===== config.mk =====
export PLATFORM = sky130hd
export DESIGN_NAME = instr_sequencer_flat
export DESIGN_NICKNAME = d
export VERILOG_FILES = /design/src/rtl/instr_sequencer_if.sv /design/src/rtl/instr_sequencer.sv /design/src/flat_wrapper.sv
export SDC_FILE = /design/constraint.sdc
export NUM_CORES = 1
export LEC_CHECK = 0
export ABC_AREA = 1
export CAP_MARGIN = 0
export CORE_AREA = 10 10 379 381
export DETAILED_ROUTE_END_ITERATION = 10
export DIE_AREA = 0 0 389 391
export PLACE_DENSITY = 0.3
export SLEW_MARGIN = 20
export SYNTH_ARGS = -nofsm -noshare
export SYNTH_HDL_FRONTEND = slang
export SYNTH_SLANG_ARGS = --single-unit

===== constraint.sdc =====
create_clock -name clock -period 3.1 [get_ports clock]
set_input_delay 0.62 -clock clock [delete_from_list [all_inputs] [get_ports clock]]
set_output_delay 0.62 -clock clock [all_outputs]
set_load 0.02 [all_outputs]

===== src/rtl/instr_sequencer_if.sv =====
//------------------------------------------------------------------------------
// instr_sequencer_if : sequencer <-> memory/decoder/datapath signal bundle
// Revision: 1.0
//------------------------------------------------------------------------------
`default_nettype none

interface instr_sequencer_if #(
  parameter int NUM_CLASSES = 8
);
  logic [31:0]               instr_in;
  logic                      mem_ready;
  logic [NUM_CLASSES*31-1:0] cw_in;
  logic [NUM_CLASSES*2-1:0]  ns_in;
  logic [NUM_CLASSES*64-1:0] k_in;
  logic [31:0]               ir;
  logic [1:0]                state;
  logic [30:0]               control_word;
  logic [63:0]               K;
  logic                      ir_load;
  logic                      exec_valid;
  logic                      halt;
  logic [31:0]               retired;
  logic [31:0]               cycles;

  modport master (
    input  instr_in, mem_ready, cw_in, ns_in, k_in,
    output ir, state, control_word, K, ir_load, exec_valid, halt, retired, cycles
  );

  modport slave (
    output instr_in, mem_ready, cw_in, ns_in, k_in,
    input  ir, state, control_word, K, ir_load, exec_valid, halt, retired, cycles
  );
endinterface

`default_nettype wire


===== src/rtl/instr_sequencer.sv =====
//------------------------------------------------------------------------------
// instr_sequencer : multi-cycle LEGv8 control sequencer (fetch / per-class
//                   decoder stepping / halt). INSTR_SEQ_PERF_EN adds counters.
// Revision: 1.0
//------------------------------------------------------------------------------
`default_nettype none

module instr_sequencer #(
  parameter int          NUM_CLASSES = 8,
  parameter logic [30:0] FETCH_CW    = 31'h0000_0006,
  parameter logic [30:0] NOP_CW      = 31'h0000_0000
) (
  input  logic              clock,
  input  logic              reset,
  instr_sequencer_if.master bus
);

  typedef enum logic [1:0] {
    PH_FETCH = 2'd0,
    PH_EXEC  = 2'd1,
    PH_HALT  = 2'd2
  } phase_e;

  phase_e      phase_q;
  logic [31:0] ir_q;
  logic [1:0]  state_q;
  logic [2:0]  class_q;
  logic        halt_q;

  logic [30:0] w_cw_slot [NUM_CLASSES];
  logic [1:0]  w_ns_slot [NUM_CLASSES];
  logic [63:0] w_k_slot  [NUM_CLASSES];

  logic [2:0]  w_new_class;
  logic [1:0]  w_ns;
  logic        w_fetch_go;
  logic        w_in_exec;
  logic        w_retire;
  logic [30:0] w_cw;
  logic [63:0] w_k;

  for (genvar g = 0; g < NUM_CLASSES; g++) begin : g_slot
    assign w_cw_slot[g] = bus.cw_in[g*31 +: 31];
    assign w_ns_slot[g] = bus.ns_in[g*2 +: 2];
    assign w_k_slot[g]  = bus.k_in[g*64 +: 64];
  end

  // Priority order matters: earlier patterns overlap later, broader ones.
  function automatic logic [2:0] classify(input logic [31:0] instr);
    logic [2:0] c;
    c = 3'd0;
    if (instr[31:10] == 22'b1101011000011111000000) c = 3'd7;
    else if (instr[31:25] == 7'b1011010)            c = 3'd1;
    else if (instr[30:26] == 5'b00101)              c = 3'd2;
    else if (instr[31:24] == 8'h54)                 c = 3'd3;
    else if (instr[27] && !instr[25])               c = 3'd4;
    else if (instr[27:25] == 3'b101)                c = 3'd5;
    else if (instr[28:26] == 3'b100)                c = 3'd6;
    return c;
  endfunction

  assign w_new_class = classify(bus.instr_in);
  assign w_ns        = w_ns_slot[class_q];
  assign w_fetch_go  = !reset && (phase_q == PH_FETCH) && bus.mem_ready;
  assign w_in_exec   = !reset && (phase_q == PH_EXEC);
  // Sub-state 11 is the last allowed step, bounding EXEC at 4 cycles.
  assign w_retire    = (w_ns == 2'b00) || (state_q == 2'b11);

  always_comb begin
    w_cw = NOP_CW;
    w_k  = 64'd0;
    if (w_fetch_go) begin
      w_cw = FETCH_CW;
    end else if (w_in_exec) begin
      w_cw = w_cw_slot[class_q];
      w_k  = w_k_slot[class_q];
    end
  end

  always_ff @(posedge clock) begin
    if (reset) begin
      phase_q <= PH_FETCH;
      ir_q    <= 32'd0;
      state_q <= 2'b00;
      class_q <= 3'd0;
      halt_q  <= 1'b0;
    end else begin
      case (phase_q)
        PH_FETCH: begin
          if (bus.mem_ready) begin
            ir_q    <= bus.instr_in;
            class_q <= w_new_class;
            state_q <= 2'b00;
            if (w_new_class == 3'd0) begin
              phase_q <= PH_HALT;
              halt_q  <= 1'b1;
            end else begin
              phase_q <= PH_EXEC;
            end
          end
        end
        PH_EXEC: begin
          if (w_retire) begin
            phase_q <= PH_FETCH;
            state_q <= 2'b00;
          end else begin
            state_q <= w_ns;
          end
        end
        PH_HALT: begin
          phase_q <= PH_HALT;
        end
        default: begin
          phase_q <= PH_FETCH;
          state_q <= 2'b00;
        end
      endcase
    end
  end

`ifdef INSTR_SEQ_PERF_EN
  logic [31:0] retired_q;
  logic [31:0] cycles_q;

  always_ff @(posedge clock) begin
    if (reset) begin
      retired_q <= 32'd0;
      cycles_q  <= 32'd0;
    end else begin
      if ((phase_q == PH_EXEC) && w_retire) retired_q <= retired_q + 32'd1;
      if (phase_q != PH_HALT)               cycles_q  <= cycles_q + 32'd1;
    end
  end

  assign bus.retired = retired_q;
  assign bus.cycles  = cycles_q;
`else
  assign bus.retired = 32'd0;
  assign bus.cycles  = 32'd0;
`endif

  assign bus.ir           = ir_q;
  assign bus.state        = state_q;
  assign bus.halt         = halt_q;
  assign bus.ir_load      = w_fetch_go;
  assign bus.exec_valid   = w_in_exec;
  assign bus.control_word = w_cw;
  assign bus.K            = w_k;

endmodule

`default_nettype wire


===== src/flat_wrapper.sv =====
// flat-port wrapper written by rule: the top's interface ports become plain ports
module instr_sequencer_flat 
#(
  parameter int          NUM_CLASSES = 8,
  parameter logic [30:0] FETCH_CW    = 31'h0000_0006,
  parameter logic [30:0] NOP_CW      = 31'h0000_0000
)
  (clock, reset, bus_instr_in, bus_mem_ready, bus_cw_in, bus_ns_in, bus_k_in, bus_ir, bus_state, bus_control_word, bus_K, bus_ir_load, bus_exec_valid, bus_halt, bus_retired, bus_cycles);
  instr_sequencer_if #(.NUM_CLASSES(NUM_CLASSES)) bus_i ();
  input  logic clock;
  input  logic reset;
  input wire logic [$bits(bus_i.instr_in)-1:0] bus_instr_in;
  input wire logic [$bits(bus_i.mem_ready)-1:0] bus_mem_ready;
  input wire logic [$bits(bus_i.cw_in)-1:0] bus_cw_in;
  input wire logic [$bits(bus_i.ns_in)-1:0] bus_ns_in;
  input wire logic [$bits(bus_i.k_in)-1:0] bus_k_in;
  output wire logic [$bits(bus_i.ir)-1:0] bus_ir;
  output wire logic [$bits(bus_i.state)-1:0] bus_state;
  output wire logic [$bits(bus_i.control_word)-1:0] bus_control_word;
  output wire logic [$bits(bus_i.K)-1:0] bus_K;
  output wire logic [$bits(bus_i.ir_load)-1:0] bus_ir_load;
  output wire logic [$bits(bus_i.exec_valid)-1:0] bus_exec_valid;
  output wire logic [$bits(bus_i.halt)-1:0] bus_halt;
  output wire logic [$bits(bus_i.retired)-1:0] bus_retired;
  output wire logic [$bits(bus_i.cycles)-1:0] bus_cycles;
  assign bus_i.instr_in = bus_instr_in;
  assign bus_i.mem_ready = bus_mem_ready;
  assign bus_i.cw_in = bus_cw_in;
  assign bus_i.ns_in = bus_ns_in;
  assign bus_i.k_in = bus_k_in;
  assign bus_ir = bus_i.ir;
  assign bus_state = bus_i.state;
  assign bus_control_word = bus_i.control_word;
  assign bus_K = bus_i.K;
  assign bus_ir_load = bus_i.ir_load;
  assign bus_exec_valid = bus_i.exec_valid;
  assign bus_halt = bus_i.halt;
  assign bus_retired = bus_i.retired;
  assign bus_cycles = bus_i.cycles;
  instr_sequencer #(.NUM_CLASSES(NUM_CLASSES), .FETCH_CW(FETCH_CW), .NOP_CW(NOP_CW)) u_core (.clock(clock), .reset(reset), .bus(bus_i));
endmodule

==> results.md, run 1 <==
- Final ANT Viol Nets: 0
- Total congestion overflow: 0
- Peak supply drop: 0.201 mV
- EDFF count, synth: 0
- Largest net degree at the start of global routing: 52
- Crit path max fanout: 21
- TritonCTS clock tree: done
- Hold wc startpoint: u_core.bus.ir[20]$_SDFFE_PP0P_
- Final Max Slew Viols: 0
- Clock latency on the worst-skew pair: 310 ps
- R2r endpoint: u_core.bus.state[1]$_SDFFE_PP0P_
- Number of vias per cell: 3.59
- DR WL/cell: 26.7 um
- Clock Path Buffers: 2
- HP Class: flop to flop
- Worst setup path endpoint: bus_K[29]
- IO Port Bufs: 942
- First-pass GRT wire length: 156 mm
- Largest area contributor in the netlist: nor2_1
- Crit path required time: 2480 ps
- Fmax: 334 MHz
- Syn Std Cell Area: 0.00871 mm2
- Placed cell areas: 0.0210 mm2
- Total core area: 0.136 mm2
- Leakage Power: 8.29 nW
- Period utilization: 96.7%
- Num CTS Buffers: 5
- Synthesized area per cell: 5.03 um2
- Max-cap violations: 0
- 1st-iter DRT viols: 945
- R2R cell count: 11
- WP data arrival: 2380 ps
- Worst slew margin: 61.2%
- Layout area overhead: 148%
- Post-synth top flop: dfxtp_1
- R2R Path Start: u_core.class_q[0]$_SDFFE_PP0P_
- Hpwl dp: 102 mm
- Hold Vio Cnt, Final: 0
- Clock Pin Slew Worst Setup and Hold Paths: 80 ps
- Die Ht: 391 um
- Tot Pwr: 0.00574 W
- # IOs: 1,007
- Vias in the first global route: 16,970
- Chip Width: 389 um
- Synth warnings: 0
- Worst setup EP type: primary output
- Worst slew pin tran: 575 ps
- Share of cells above drive strength 1: 8.60%
- Worst Hold Depth: 2
- Initial antenna violation count: 74
- # fillers: 15,862
- Syn Inst Count: 1,732
- Setup Skew: 14.2 ps
- Synth top area cells: nor2_1 (28%), o21ai_0 (18%), o22ai_1 (13%)
- PwrDens: 266 mW/mm2
- Outcome: finished, final reports clean
- CTS Root Buffer Type: clkbuf_16
- Fin crit period: 3000 ps
- Fin util: 15.8%
- Router iterations before antenna repair: 5
- Via count: 16,168
- FF+latch count, synth: 40
- Std cell rows: 136
- Drt drc: 0
- Kind of critical path: flop to primary output
- Post-synthesis cell type count: 21
- Fin area: 0.0216 mm2
- # clock sinks: 40
- Count leader, synth: nor2_1
- Nets: 3,495
- Setup crit start kind: flop
- Post-synth top area share: 27.9%
- Max H-tree Level: 2
- Die ar.: 0.152 mm2
- Drt total wl: 120 mm
- Async set or reset register ratio after synthesis: 0%
- Starting Density: 6.39%
- RSZ-0062 raised after global routing: no
- Routability cong.: 0.847
- Setup Total Neg Slack: 0 ps
- Flop2flop setup slack: 1150 ps
- Final setup fails: 0
- Post-synthesis sequential area ratio: 9.19%
- GRT Total Usage: 14.8%
- Worst setup path startpoint: u_core.class_q[0]$_SDFFE_PP0P_
- Synth cell count leaders: nor2_1 (648), o21ai_0 (314), o21ai_1 (200), o22ai_1 (186), clkbuf_1 (87)
## state kept, by name, indices dropped and copies added, names as in the netlist
register,flops
u_core.bus.ir,32
u_core.class_q,3
u_core.bus.state,2
u_core.phase_q,2
u_core.bus.halt,1
## logic make-up after synthesis
group           Yosys count  synth area share, %
compound gates          719                 44.2
buf+inv                 261                 15.6
flops                    40                 9.19
other cells               1               0.0430
simple gates            711                 30.9
## power by group
group / leakage, nW / internal [W] / switching [W]
Clock: 0.0806 / 0.000384 / 0.000271
Combinational: 7.88 / 0.00206 / 0.00241
Sequential: 0.333 / 0.000572 / 0.0000433
Total: 8.29 / 0.00302 / 0.00272
## critical path, stage by stage, from the launching register on
cell and delay, ps:
dfxtp_4 390, buf_4 180, inv_16 140, buf_12 190
nor2_1 80, o22ai_1 260, buf_4 240, o21ai_1 80
nor2_1 110, dlygate4sd2_1 350
## per-stage QoR
stage,hold slack (ps),instances,setup slack [ps]
2_1_floorplan,476,1795,861
3_3_place_gp,463,4457,-606
3_5_place_dp,471,4457,-475
4_1_cts,488,4475,-179
5_1_grt,506,4490,5.43
6_report,481,4502,102
## how the worst min path moves through the flow
stage,end,slack [ps]
floorplan,u_core.phase_q[1]$_SDFFE_PP0P_,480
global placement,u_core.bus.ir[5]$_SDFFE_PP0P_,460
detailed placement,u_core.bus.ir[20]$_SDFFE_PP0P_,470
CTS,u_core.bus.ir[20]$_SDFFE_PP0P_,490
global route,u_core.bus.ir[12]$_SDFFE_PP0P_,510
finish,u_core.bus.ir[20]$_SDFFE_PP0P_,480
## repair_timing
action	CTS	global route
cloned	5	0
setup buffers	5	4
endpoints found under the hold margin	0	0
gates resized for setup	137	9
hold buffers	0	0
pin swaps	2	1
setup endpoints to repair	86	19
## metal layers
layer  GRT usage (%)  part of all wire [%]
met5               0                  0.17
met2            26.2                    50
met1            17.9                    41
met4            2.78                   1.5
met3            4.04                   7.5
## cell usage in the layout (no fill, tap or decap), types with 3 or more instances in the layout
| master | n |
|---|---|
| bufbuf_16 | 3 |
| nand3_1 | 18 |
| diode_2 | 23 |
| conb_1 | 64 |
| buf_16 | 7 |
| o221ai_1 | 4 |
| buf_4 | 137 |
| clkdlybuf4s50_1 | 847 |
| o21ai_1 | 197 |
| o22ai_1 | 167 |
| clkbuf_16 | 5 |
| buf_12 | 28 |
| nor2_2 | 3 |
| dlygate4sd2_1 | 80 |
| inv_6 | 3 |
| a21oi_1 | 13 |
| nand2_1 | 43 |
| o22ai_2 | 19 |
| dfxtp_4 | 3 |
| o21ai_0 | 310 |
| o21ai_2 | 5 |
| nor2_1 | 643 |
| dfxtp_1 | 37 |
| inv_1 | 23 |
| buf_6 | 5 |
## layout make-up
cell class              instances  area [um2]  area share [%]
repair buffers               1113       11200            51.7
multi-input cells            1494        6970            32.3
diodes                         23        57.6           0.267
well taps                    1794        2240            10.4
flip-flops and latches         40         812            3.76
clock buffers                   5         125           0.580
clock inverters                 3        46.3           0.214
inverters                      28         141           0.655
repair inverters                2        20.0          0.0927
(Power assumes the default switching activity.)
==> run 2: changes to the inputs <==
--- a/config.mk
+++ b/config.mk
@@ -6,10 +6,10 @@
 export NUM_CORES = 1
 export LEC_CHECK = 0
 export ABC_AREA = 1
-export CAP_MARGIN = 0
-export CORE_AREA = 10 10 379 381
+export CAP_MARGIN = 20
+export CORE_AREA = 10 10 381 383
 export DETAILED_ROUTE_END_ITERATION = 10
-export DIE_AREA = 0 0 389 391
+export DIE_AREA = 0 0 391 393
 export PLACE_DENSITY = 0.3
 export SLEW_MARGIN = 20
 export SYNTH_ARGS = -nofsm -noshare
==> constraint.sdc (replaced) <==
create_clock -name clock -period 2.95 [get_ports clock]
set_input_delay 0.59 -clock clock [delete_from_list [all_inputs] [get_ports clock]]
set_output_delay 0.59 -clock clock [all_outputs]
set_load 0.02 [all_outputs]
==> run 2 against run 1 <==
  * Largest cell class unchanged
  * Clock skew down 8.5 ps
  * Global-route usage down 0.12 points
  * Via count up 0.50%
  * First-iteration DRC count down 5.6%
==> results.md, run 2 (same netlist as run 1, synthesis figures left out) <==
- Starting Density: 6.35%
- Worst setup EP type: primary output
- Critical Path, Cell by Cell: buf_12, inv_16, buf_12, o21ai_0, o22ai_2, buf_4, nor2_1, nor2_1, dlygate4sd2_1
- Final setup fails: 0
- Placed Instances: 4,470
- R2R Path Start: u_core.class_q[0]$_SDFFE_PP0P_
- Period utilization: 98.2%
- PwrDens: 277 mW/mm2
- Worst slew pin tran: 548 ps
- Crit path required time: 2360 ps
- Routability cong.: 0.859
- Leakage Power: 8.16 nW
- Place WS: -516 ps
- Total congestion overflow: 0
- Commonest non-fill, non-tap cell in the layout: clkdlybuf4s50_1
- Setup Skew: 5.73 ps
- Max-cap violations: 0
- Clock Pin Slew Worst Setup and Hold Paths: 70 ps
- Clock latency on the worst-skew pair: 300 ps
- Instance count on the critical path: 9
- 1st-iter DRT viols: 892
- Final Max Slew Viols: 0
- Worst Hold Depth: 2
- R2R cell count: 10
- Vias in the first global route: 16,973
- RSZ-0062 raised after global routing: yes
- Outcome: finished, final reports clean
- Std cell rows: 136
- Initial antenna violation count: 63
- Top Family by Delay on Critical Path: buffers and inverters
- Final ANT Viol Nets: 0
- Total core area: 0.137 mm2
- Drt drc: 0
- Slack of the critical path: 53.3 ps
- First-pass GRT wire length: 157 mm
- # IOs: 1,007
- HP Class: flop to flop
- Chip Width: 391 um
- Via count: 16,249
- Num CTS Buffers: 5
- Die ar.: 0.154 mm2
- Hold path endpoint: u_core.bus.halt$_SDFFE_PP0P_
- Die Ht: 393 um
- Router iterations before antenna repair: 5
- Hold Vio Cnt, Final: 0
- Hold wc startpoint: u_core.bus.halt$_SDFFE_PP0P_
- CTS Root Buffer Type: clkbuf_16
- # fillers: 15,991
- GRT Total Usage: 14.7%
- CP max-delay cell: dlygate4sd2_1
- Share of cells above drive strength 1: 9.74%
- IO Port Bufs: 942
- Bufs and invs on worst path: 5
- WP data arrival: 2310 ps
- Max reg flops: 32
- Clock Path Buffers: 2
- Crit path max fanout: 27
- Nets: 3,499
- # clock sinks: 40
- DR WL/cell: 27.0 um
- Max H-tree Level: 2
- Hpwl dp: 105 mm
- Commonest non-fill, non-tap cells in the layout: clkdlybuf4s50_1 (847), nor2_1 (640), o21ai_0 (305), o21ai_1 (203), o22ai_1 (163)
- Layout area overhead: 147%
- Fin crit period: 2900 ps
- Setup crit start kind: flop
- Largest net degree at the start of global routing: 56
- Fmax: 345 MHz
- Final Non-Filler Cells: 4,495
- Number of vias per cell: 3.61
- Kind of critical path: flop to primary output
- Drt total wl: 121 mm
- Worst slew margin: 63.1%
- TritonCTS clock tree: done
- Flop2flop setup slack: 960 ps
- Largest stage delay, worst path: 380 ps
- Peak supply drop: 0.214 mV
- R2r endpoint: u_core.bus.state[0]$_SDFFE_PP0P_
==> run 2: where the power goes <==
part	internal [W]	total (W)	switching, W
logic	0.00218	0.00473	0.00255
registers	0.000602	0.000649	0.0000475
clock network	0.000314	0.000586	0.000272
==> run 2: per-stage QoR <==
| stage | area [um2] | total power [W] | utilization (%) | hold slack, ps | TNS, ps |
|---|---|---|---|---|---|
| 2_1_floorplan | 8950 | 0.00246 | - | 476 | 0 |
| 3_3_place_gp | 21100 | 0.00537 | 15.4 | 464 | -10890 |
| 3_5_place_dp | 21100 | 0.00533 | 15.4 | 458 | -9510 |
| 4_1_cts | 21500 | 0.00605 | 15.7 | 481 | -63.8 |
| 5_1_grt | 21500 | 0.00637 | 15.7 | 506 | -74.6 |
| 6_report | 21500 | 0.00596 | 15.7 | 482 | 0 |
==> run 2: worst max-delay path by stage <==
stage,start,to
6_report,u_core.class_q[0]$_SDFFE_PP0P_,bus_control_word[3]
4_1_cts,u_core.class_q[1]$_SDFFE_PP0P_,bus_control_word[2]
5_1_grt,u_core.class_q[0]$_SDFFE_PP0P_,bus_K[54]
2_1_floorplan,reset,bus_K[54]
3_5_place_dp,bus_k_in[368],bus_K[48]
3_3_place_gp,bus_k_in[431],bus_K[47]
==> run 2: layout make-up <==
class	count	area (um2)	share of cell area (%)
Tap cell	1794	2240	10.4
Clock inverter	2	12.5	0.0581
Inverter	28	145	0.674
Sequential cell	40	812	3.77
Clock buffer	6	129	0.599
Antenna cell	12	30.0	0.140
Timing Repair Buffer	1118	11100	51.8
Multi-Input combinational cell	1494	6990	32.5
Timing Repair inverter	1	11.3	0.0523
==> run 2: what timing repair did <==
| action | in CTS | in global routing |
|---|---|---|
| gates resized for setup | 141 | 53 |
| setup endpoints to repair | 81 | 39 |
| cloned | 2 | 0 |
| buffers inserted | 3 | 0 |
| hold buffers | 0 | 0 |
| pin swaps | 5 | 5 |
==> run 2: worst min-delay path, stage by stage (launching register included) <==
cell and delay (ps):
dfxtp_1 340, nand2_1 50, o21ai_0 60
==> run 2: metal layers <==
layer,track usage [%],routed length (um)
met3,4.08,9100
met1,18.0,50500
met4,1.53,1210
met5,0,167
met2,26.1,60400
